==> config.mk <==
export PLATFORM = sky130hd
export DESIGN_NAME = load_store_ctrl_flat
export DESIGN_NICKNAME = d
export VERILOG_FILES = /design/src/rtl/load_store_ctrl_if.sv /design/src/rtl/load_store_ctrl.sv /design/src/flat_wrapper.sv
export SDC_FILE = /design/constraint.sdc
export NUM_CORES = 1
export LEC_CHECK = 0
export CAP_MARGIN = 5
export CORE_ASPECT_RATIO = 1.75
export CORE_MARGIN = 10
export CORE_UTILIZATION = 46
export DETAILED_ROUTE_END_ITERATION = 7
export PLACE_DENSITY = 0.88
export SLEW_MARGIN = 25
export SYNTH_ARGS = -nofsm -noshare
export SYNTH_HDL_FRONTEND = slang
export SYNTH_SLANG_ARGS = --single-unit
==> constraint.sdc <==
create_clock -name iClk -period 1.9 [get_ports iClk]
set_input_delay 0.38 -clock iClk [delete_from_list [all_inputs] [get_ports iClk]]
set_output_delay 0.38 -clock iClk [all_outputs]
set_load 0.1 [all_outputs]
==> src/rtl/load_store_ctrl_if.sv <==
// Signal bundle between the ALU stage, the data-memory bus and load_store_ctrl.
// The controller uses the master view; the pipeline/memory environment uses the slave view.
interface load_store_ctrl_if #(
  parameter int cXLEN     = 32,
  parameter int cRegAddrW = 5
);
  logic                 iValid;
  logic                 oReady;
  logic                 iRead;
  logic                 iWrite;
  logic [2:0]           iOpType;
  logic [cXLEN-1:0]     iAddr;
  logic [cXLEN-1:0]     iWrData;
  logic [cRegAddrW-1:0] iRdAddr;
  logic                 oStall;
  logic                 oDmemReq;
  logic                 iDmemGnt;
  logic                 oDmemWe;
  logic [cXLEN-1:0]     oDmemAddr;
  logic [3:0]           oDmemBe;
  logic [cXLEN-1:0]     oDmemWdata;
  logic                 iDmemRvalid;
  logic [cXLEN-1:0]     iDmemRdata;
  logic                 oWbDv;
  logic [cRegAddrW-1:0] oWbAddr;
  logic [cXLEN-1:0]     oWbData;
  logic                 oExc;
  logic [cXLEN-1:0]     oExcAddr;
  logic                 oBusErr;

  modport master (
    input  iValid, iRead, iWrite, iOpType, iAddr, iWrData, iRdAddr,
    input  iDmemGnt, iDmemRvalid, iDmemRdata,
    output oReady, oStall, oDmemReq, oDmemWe, oDmemAddr, oDmemBe, oDmemWdata,
    output oWbDv, oWbAddr, oWbData, oExc, oExcAddr, oBusErr
  );

  modport slave (
    output iValid, iRead, iWrite, iOpType, iAddr, iWrData, iRdAddr,
    output iDmemGnt, iDmemRvalid, iDmemRdata,
    input  oReady, oStall, oDmemReq, oDmemWe, oDmemAddr, oDmemBe, oDmemWdata,
    input  oWbDv, oWbAddr, oWbData, oExc, oExcAddr, oBusErr
  );
endinterface

==> src/rtl/load_store_ctrl.sv <==
// Load/store sequencer: legality check, single-port data-memory access with timeout,
// and aligned, sign/zero-extended load writeback.
module load_store_ctrl #(
  parameter int cXLEN     = 32,
  parameter int cRegAddrW = 5,
  parameter int cTimeout  = 255
) (
  input  logic              iClk,
  input  logic              iRst,
  load_store_ctrl_if.master bus
);
  localparam int               cCntW    = $clog2(cTimeout + 1);
  localparam logic [cCntW-1:0] cCntLast = cCntW'(cTimeout - 1);

  typedef enum logic [1:0] {IDLE, REQ, WAIT_RD} stateT;

  stateT                state, stateNext;
  logic [cCntW-1:0]     cnt;
  logic [2:0]           opQ;
  logic [1:0]           offQ;
  logic [cRegAddrW-1:0] rdQ;
  logic                 weQ;
  logic [cXLEN-1:0]     addrQ, wdataQ;
  logic [3:0]           beQ;
  logic                 wbDvQ, excQ, busErrQ;
  logic [cRegAddrW-1:0] wbAddrQ;
  logic [cXLEN-1:0]     wbDataQ, excAddrQ;

  logic                 accept, legal, timeoutHit;
  logic [3:0]           beNext;
  logic [cXLEN-1:0]     wdataNext, rdShift, ldData;

  assign accept = bus.iValid && (state == IDLE);

  // Abort when the final allowed cycle in REQ/WAIT_RD passes without progress.
  assign timeoutHit = (cnt == cCntLast) &&
                      (((state == REQ) && !bus.iDmemGnt) ||
                       ((state == WAIT_RD) && !bus.iDmemRvalid));

  // NOTE: every always_comb output gets a default first, so no path can infer a latch.
  always_comb begin
    legal = 1'b0;
    case (bus.iOpType)
      3'b000:  legal = 1'b1;
      3'b001:  legal = !bus.iAddr[0];
      3'b010:  legal = (bus.iAddr[1:0] == 2'b00);
      3'b100:  legal = bus.iRead;
      3'b101:  legal = bus.iRead && !bus.iAddr[0];
      default: legal = 1'b0;
    endcase
    legal = legal && (bus.iRead ^ bus.iWrite);
  end

  always_comb begin
    beNext    = 4'b1111;
    wdataNext = bus.iWrData;
    case (bus.iOpType[1:0])
      2'b00: begin
        beNext    = 4'b0001 << bus.iAddr[1:0];
        wdataNext = {(cXLEN/8){bus.iWrData[7:0]}};
      end
      2'b01: begin
        beNext    = 4'b0011 << bus.iAddr[1:0];
        wdataNext = {(cXLEN/16){bus.iWrData[15:0]}};
      end
      default: ;
    endcase
  end

  always_comb begin
    rdShift = bus.iDmemRdata >> {offQ, 3'b000};
    ldData  = rdShift;
    case (opQ)
      3'b000:  ldData = {{(cXLEN-8){rdShift[7]}}, rdShift[7:0]};
      3'b001:  ldData = {{(cXLEN-16){rdShift[15]}}, rdShift[15:0]};
      3'b100:  ldData = {{(cXLEN-8){1'b0}}, rdShift[7:0]};
      3'b101:  ldData = {{(cXLEN-16){1'b0}}, rdShift[15:0]};
      default: ;
    endcase
  end

  // NOTE: sequential state uses non-blocking assignments so every flop samples pre-edge values.
  always_ff @(posedge iClk or negedge iRst) begin
    if (!iRst) state <= IDLE;
    else       state <= stateNext;
  end

  always_comb begin
    stateNext = state;
    case (state)
      IDLE:    if (accept && legal) stateNext = REQ;
      REQ:     if (bus.iDmemGnt)    stateNext = weQ ? IDLE : WAIT_RD;
               else if (timeoutHit) stateNext = IDLE;
      WAIT_RD: if (bus.iDmemRvalid || timeoutHit) stateNext = IDLE;
      default: stateNext = IDLE;
    endcase
  end

  always_comb begin
    bus.oReady     = (state == IDLE);
    bus.oStall     = (state != IDLE);
    bus.oDmemReq   = (state == REQ);
    bus.oDmemWe    = (state == REQ) && weQ;
    bus.oDmemAddr  = (state == REQ) ? addrQ  : '0;
    bus.oDmemBe    = (state == REQ) ? beQ    : '0;
    bus.oDmemWdata = (state == REQ) ? wdataQ : '0;
    bus.oWbDv      = wbDvQ;
    bus.oWbAddr    = wbAddrQ;
    bus.oWbData    = wbDataQ;
    bus.oExc       = excQ;
    bus.oExcAddr   = excAddrQ;
    bus.oBusErr    = busErrQ;
  end

  // Counter restarts on every state change, so it measures time spent in the current state.
  always_ff @(posedge iClk or negedge iRst) begin
    if (!iRst)                   cnt <= '0;
    else if (stateNext != state) cnt <= '0;
    else if (state != IDLE)      cnt <= cnt + cCntW'(1);
  end

  always_ff @(posedge iClk or negedge iRst) begin
    if (!iRst) begin
      opQ      <= '0;
      offQ     <= '0;
      rdQ      <= '0;
      weQ      <= 1'b0;
      addrQ    <= '0;
      wdataQ   <= '0;
      beQ      <= '0;
      wbDvQ    <= 1'b0;
      wbAddrQ  <= '0;
      wbDataQ  <= '0;
      excQ     <= 1'b0;
      excAddrQ <= '0;
      busErrQ  <= 1'b0;
    end else begin
      wbDvQ   <= 1'b0;
      excQ    <= accept && (bus.iRead || bus.iWrite) && !legal;
      busErrQ <= timeoutHit;
      if (accept && (bus.iRead || bus.iWrite) && !legal) excAddrQ <= bus.iAddr;
      if (accept && legal) begin
        opQ    <= bus.iOpType;
        offQ   <= bus.iAddr[1:0];
        rdQ    <= bus.iRdAddr;
        weQ    <= bus.iWrite;
        addrQ  <= {bus.iAddr[cXLEN-1:2], 2'b00};
        wdataQ <= wdataNext;
        beQ    <= beNext;
      end
      if ((state == WAIT_RD) && bus.iDmemRvalid && (rdQ != '0)) begin
        wbDvQ   <= 1'b1;
        wbAddrQ <= rdQ;
        wbDataQ <= ldData;
      end
    end
  end
endmodule

==> src/flat_wrapper.sv <==
// flat-port wrapper written by rule: the top's interface ports become plain ports
module load_store_ctrl_flat 
#(
  parameter int cXLEN     = 32,
  parameter int cRegAddrW = 5,
  parameter int cTimeout  = 255
)
  (iClk, iRst, bus_iValid, bus_iRead, bus_iWrite, bus_iOpType, bus_iAddr, bus_iWrData, bus_iRdAddr, bus_iDmemGnt, bus_iDmemRvalid, bus_iDmemRdata, bus_oReady, bus_oStall, bus_oDmemReq, bus_oDmemWe, bus_oDmemAddr, bus_oDmemBe, bus_oDmemWdata, bus_oWbDv, bus_oWbAddr, bus_oWbData, bus_oExc, bus_oExcAddr, bus_oBusErr);
  load_store_ctrl_if #(.cXLEN(cXLEN), .cRegAddrW(cRegAddrW)) bus_i ();
  input  logic iClk;
  input  logic iRst;
  input wire logic [$bits(bus_i.iValid)-1:0] bus_iValid;
  input wire logic [$bits(bus_i.iRead)-1:0] bus_iRead;
  input wire logic [$bits(bus_i.iWrite)-1:0] bus_iWrite;
  input wire logic [$bits(bus_i.iOpType)-1:0] bus_iOpType;
  input wire logic [$bits(bus_i.iAddr)-1:0] bus_iAddr;
  input wire logic [$bits(bus_i.iWrData)-1:0] bus_iWrData;
  input wire logic [$bits(bus_i.iRdAddr)-1:0] bus_iRdAddr;
  input wire logic [$bits(bus_i.iDmemGnt)-1:0] bus_iDmemGnt;
  input wire logic [$bits(bus_i.iDmemRvalid)-1:0] bus_iDmemRvalid;
  input wire logic [$bits(bus_i.iDmemRdata)-1:0] bus_iDmemRdata;
  output wire logic [$bits(bus_i.oReady)-1:0] bus_oReady;
  output wire logic [$bits(bus_i.oStall)-1:0] bus_oStall;
  output wire logic [$bits(bus_i.oDmemReq)-1:0] bus_oDmemReq;
  output wire logic [$bits(bus_i.oDmemWe)-1:0] bus_oDmemWe;
  output wire logic [$bits(bus_i.oDmemAddr)-1:0] bus_oDmemAddr;
  output wire logic [$bits(bus_i.oDmemBe)-1:0] bus_oDmemBe;
  output wire logic [$bits(bus_i.oDmemWdata)-1:0] bus_oDmemWdata;
  output wire logic [$bits(bus_i.oWbDv)-1:0] bus_oWbDv;
  output wire logic [$bits(bus_i.oWbAddr)-1:0] bus_oWbAddr;
  output wire logic [$bits(bus_i.oWbData)-1:0] bus_oWbData;
  output wire logic [$bits(bus_i.oExc)-1:0] bus_oExc;
  output wire logic [$bits(bus_i.oExcAddr)-1:0] bus_oExcAddr;
  output wire logic [$bits(bus_i.oBusErr)-1:0] bus_oBusErr;
  assign bus_i.iValid = bus_iValid;
  assign bus_i.iRead = bus_iRead;
  assign bus_i.iWrite = bus_iWrite;
  assign bus_i.iOpType = bus_iOpType;
  assign bus_i.iAddr = bus_iAddr;
  assign bus_i.iWrData = bus_iWrData;
  assign bus_i.iRdAddr = bus_iRdAddr;
  assign bus_i.iDmemGnt = bus_iDmemGnt;
  assign bus_i.iDmemRvalid = bus_iDmemRvalid;
  assign bus_i.iDmemRdata = bus_iDmemRdata;
  assign bus_oReady = bus_i.oReady;
  assign bus_oStall = bus_i.oStall;
  assign bus_oDmemReq = bus_i.oDmemReq;
  assign bus_oDmemWe = bus_i.oDmemWe;
  assign bus_oDmemAddr = bus_i.oDmemAddr;
  assign bus_oDmemBe = bus_i.oDmemBe;
  assign bus_oDmemWdata = bus_i.oDmemWdata;
  assign bus_oWbDv = bus_i.oWbDv;
  assign bus_oWbAddr = bus_i.oWbAddr;
  assign bus_oWbData = bus_i.oWbData;
  assign bus_oExc = bus_i.oExc;
  assign bus_oExcAddr = bus_i.oExcAddr;
  assign bus_oBusErr = bus_i.oBusErr;
  load_store_ctrl #(.cXLEN(cXLEN), .cRegAddrW(cRegAddrW), .cTimeout(cTimeout)) u_core (.iClk(iClk), .iRst(iRst), .bus(bus_i));
endmodule
==> out/metrics.cfg <==
[worst_setup_path]
arrival_ps=1750
critical_path.startpoint_type=flop
cp-end-kind=output pin
timing.critical_path.required_ps=1520
critical_path.max_fanout=28
critPathKind=reg -> out

[die]
floorplan.initialDensity=0.465
boundaryPins=255
placementRows=62
dieArea_um2=22300
die_height_um=190
placeableCoreArea_um2=16400
dieWidth_um=117

[global_routing]
grt_max_degree=44
first_pass_grt_wire_length_um=39700
grt_overflow=0
grt_resource_usage_total=0.236
grt_pass1_vias=6936
grt_antenna_before_repair=2

[logic_synthesis]
synth_area_um2=7620
synth-seq-area-share=0.522
syn_avg_cell_area_um2=11.1
postSynthRegisterBits=159
yosys.cell_types.count=53
synth-edff-count=0
synth_warnings=0
ys_dominant_reg_cell=dfrtp_1
synth.top_cells.by_area=dfrtp_1 52%, mux2_2 8.6%, mux2_4 5.7%, and2_1 5.7%, mux2i_1 5.4%
synth_largest_area_cell=dfrtp_1
synth_top_cell_area_share=0.522
synthesis.instances=688
synthArstFlopShare=1.00

[clock_network]
clkLatencyLatePin_ps=430
clock_tree.root_cell=clkbuf_16
clk_transition_reported_paths_ps=60
clkSinkCount=159
cts.htree.levels=4
cts_tree=built
cts-buffers-inserted=17
clk_path_buf_depth=2

[finish]
final_common_cell=dfrtp_1
fin_area_um2=12500
relative_area_change_from_synthesis_to_final_layout_pct=64.6
fillers=978
final-seq-area_um2=3980
drive_gt1_frac=0.416
final_net_count=1095
multiInputGateArea_um2=3550
layout_common_cells=159 x dfrtp_1, 105 x buf_12, 103 x clkdlybuf4s50_1, 94 x buf_4, 78 x nand2_1
postLayoutCoreUtil=0.766

[drt]
m1WireLength_um=8810
initial_detailed_routing_violation_count=430
dr.max_layer_used=met4
detail_route.vias_per_cell=5.34
num_vias=6512
drt_pass1_iterations=5
routed_wire_length_per_instance_um=22.0
met2_wirelength_um=14700
wl_met3_um=2110
drt_wl_total_um=26900
route.detailed.drc=0
number_of_nets_still_failing_antenna_checks_after_routing=0

[worst_hold_path]
worst_hold_path_type=in -> reg

[timing]
timing_max_transition_violations_final=0
post_route_skew_ps=9.79
grt_setup_unrepaired=true
period_needed_ps=2130
fmaxAchievable_mhz=470
setup_viol_count_final=102
hold-worst-slack_ps=352
hold_violations=0
finalCritPeriodShare=1.12
finalWorstSetupSlack_ps=-228

[pwr]
sw_frac_of_total=0.484
ir_worst_vdd_mv=1.05
powerDensity_nw_per_um2=1480
combPwrFrac=0.529
p_sw_mw=9.00
pwr-share-clk=0.179
fin_total_pwr_mw=18.6
leak_pwr_nw=5.81
p_int_mw=9.61
power.sequential.fraction=0.292

[placed_design]
place_congestion=0.923
worst_slack_after_detailed_placement_ps=-893
detailed_place_hpwl_um=19800
portBuffers=252
dpl_cell_area_um2=11700

[run_status]
violations=setup timing
outcome=finished, violations left

[flow_run]
drv.max_cap_violation_count=0

==> worst paths after layout <==
check / cells after the start / startpoint / slack, ps / endpoint
min reg2reg: 2 / u_core.bus.oWbAddr[3]$_DFFE_PN0P_ / 470 / u_core.bus.oWbAddr[3]$_DFFE_PN0P_
max reg2reg: 7 / u_core.state[1]$_DFF_PN0_ / -170 / u_core.bus.oExcAddr[28]$_DFFE_PN0P_
min in group asynchronous: 2 / iRst / 440 / u_core.bus.oExcAddr[30]$_DFFE_PN0P_
max in group asynchronous: 3 / iRst / 830 / u_core.bus.oExcAddr[27]$_DFFE_PN0P_
max: 5 / u_core.state[1]$_DFF_PN0_ / -230 / bus_oDmemAddr[3]
min: 3 / bus_iWrite / 350 / u_core.weQ$_DFFE_PN0P_
==> critical path: stages (launching register included) <==
cell     delay [ps]
dfrtp_1         390
buf_6           130
nor2b_4         170
buf_12          200
and2_2          210
buf_12          180
==> synthesized netlist by cell type (all sizes together) (3+ instances only) <==
cell type and count:
mux2i 41, nor3 3, mux2 87, a22o 8
buf 24, nand3 17, nand4 3, ha 3
nand2 78, nor2b 5, dfrtp 159, or3b 3
inv 11, nand3b 3, nor2 31, o211ai 9
and3 3, a21oi 27, o21ai 52, and2 69
clkbuf 23
==> area by class of cell <==
type	count	area share
Multi-Input combinational cell	472	0.283
Sequential cell	159	0.317
Clock inverter	15	0.0110
Timing Repair Buffer	320	0.327
Inverter	11	0.00479
Tap cell	224	0.0224
Antenna cell	2	0.000399
Clock buffer	17	0.0339
==> power groups by stage <==
stage	Clock, mW	Combinational [mW]	Sequential, mW
after global routing	3.50	10.2	5.55
after global placement	0	9.56	5.33
final	3.33	9.85	5.44
after detailed placement	0	9.74	5.43
after CTS	3.37	9.85	5.40
after floorplan	0	2.89	8.97
==> kinds of logic (layout without fill, tap and decap cells) <==
| kind of cell | after synthesis | after routing | share of synthesized area |
|---|---|---|---|
| compound gates | 114 | 114 | 0.0903 |
| xor+xnor | 3 | 3 | 0.00345 |
| fa+ha+maj | 3 | 3 | 0.00493 |
| buf+inv | 58 | 363 | 0.0355 |
| flops | 159 | 159 | 0.522 |
| mux | 128 | 128 | 0.197 |
| other cells | 1 | 4 | 0.000492 |
| simple gates | 222 | 222 | 0.146 |
==> sequential cells by signal (all words and copies together) (netlist names) <==
name,flops
u_core.bus.oExcAddr,32
u_core.bus.oWbData,32
u_core.wdataQ,32
u_core.addrQ,30
u_core.cnt,8
u_core.bus.oWbAddr,5
u_core.rdQ,5
u_core.beQ,4
u_core.opQ,3
u_core.offQ,2
u_core.state,2
u_core.bus.oBusErr,1
u_core.bus.oExc,1
u_core.bus.oWbDv,1
u_core.weQ,1
==> stage by stage <==
step           std cells  TNS, ps
6_report            1220   -17640
5_1_grt             1220   -23250
4_1_cts             1211   -18000
3_5_place_dp        1173   -75260
3_3_place_gp        1173   -69400
2_1_floorplan        689    -2500
==> per-layer routing <==
| layer | global-route usage | vias to the layer above |
|---|---|---|
| li1 | - | 2967 |
| met4 | 0.118 | 0 |
| met3 | 0.0759 | 69 |
| met2 | 0.434 | 263 |
| met1 | 0.224 | 3213 |
| met5 | 0 | - |
==> what timing repair did <==
item / in CTS / in global routing
resized for setup: 7 / 19
gates cloned: 3 / 1
pin swaps: 3 / 3
setup endpoints to repair: 194 / 123
endpoints found under the hold margin: 38 / 0
setup buffers: 2 / 6
hold buffers: 1 / 0
(Power assumes the default switching activity.)
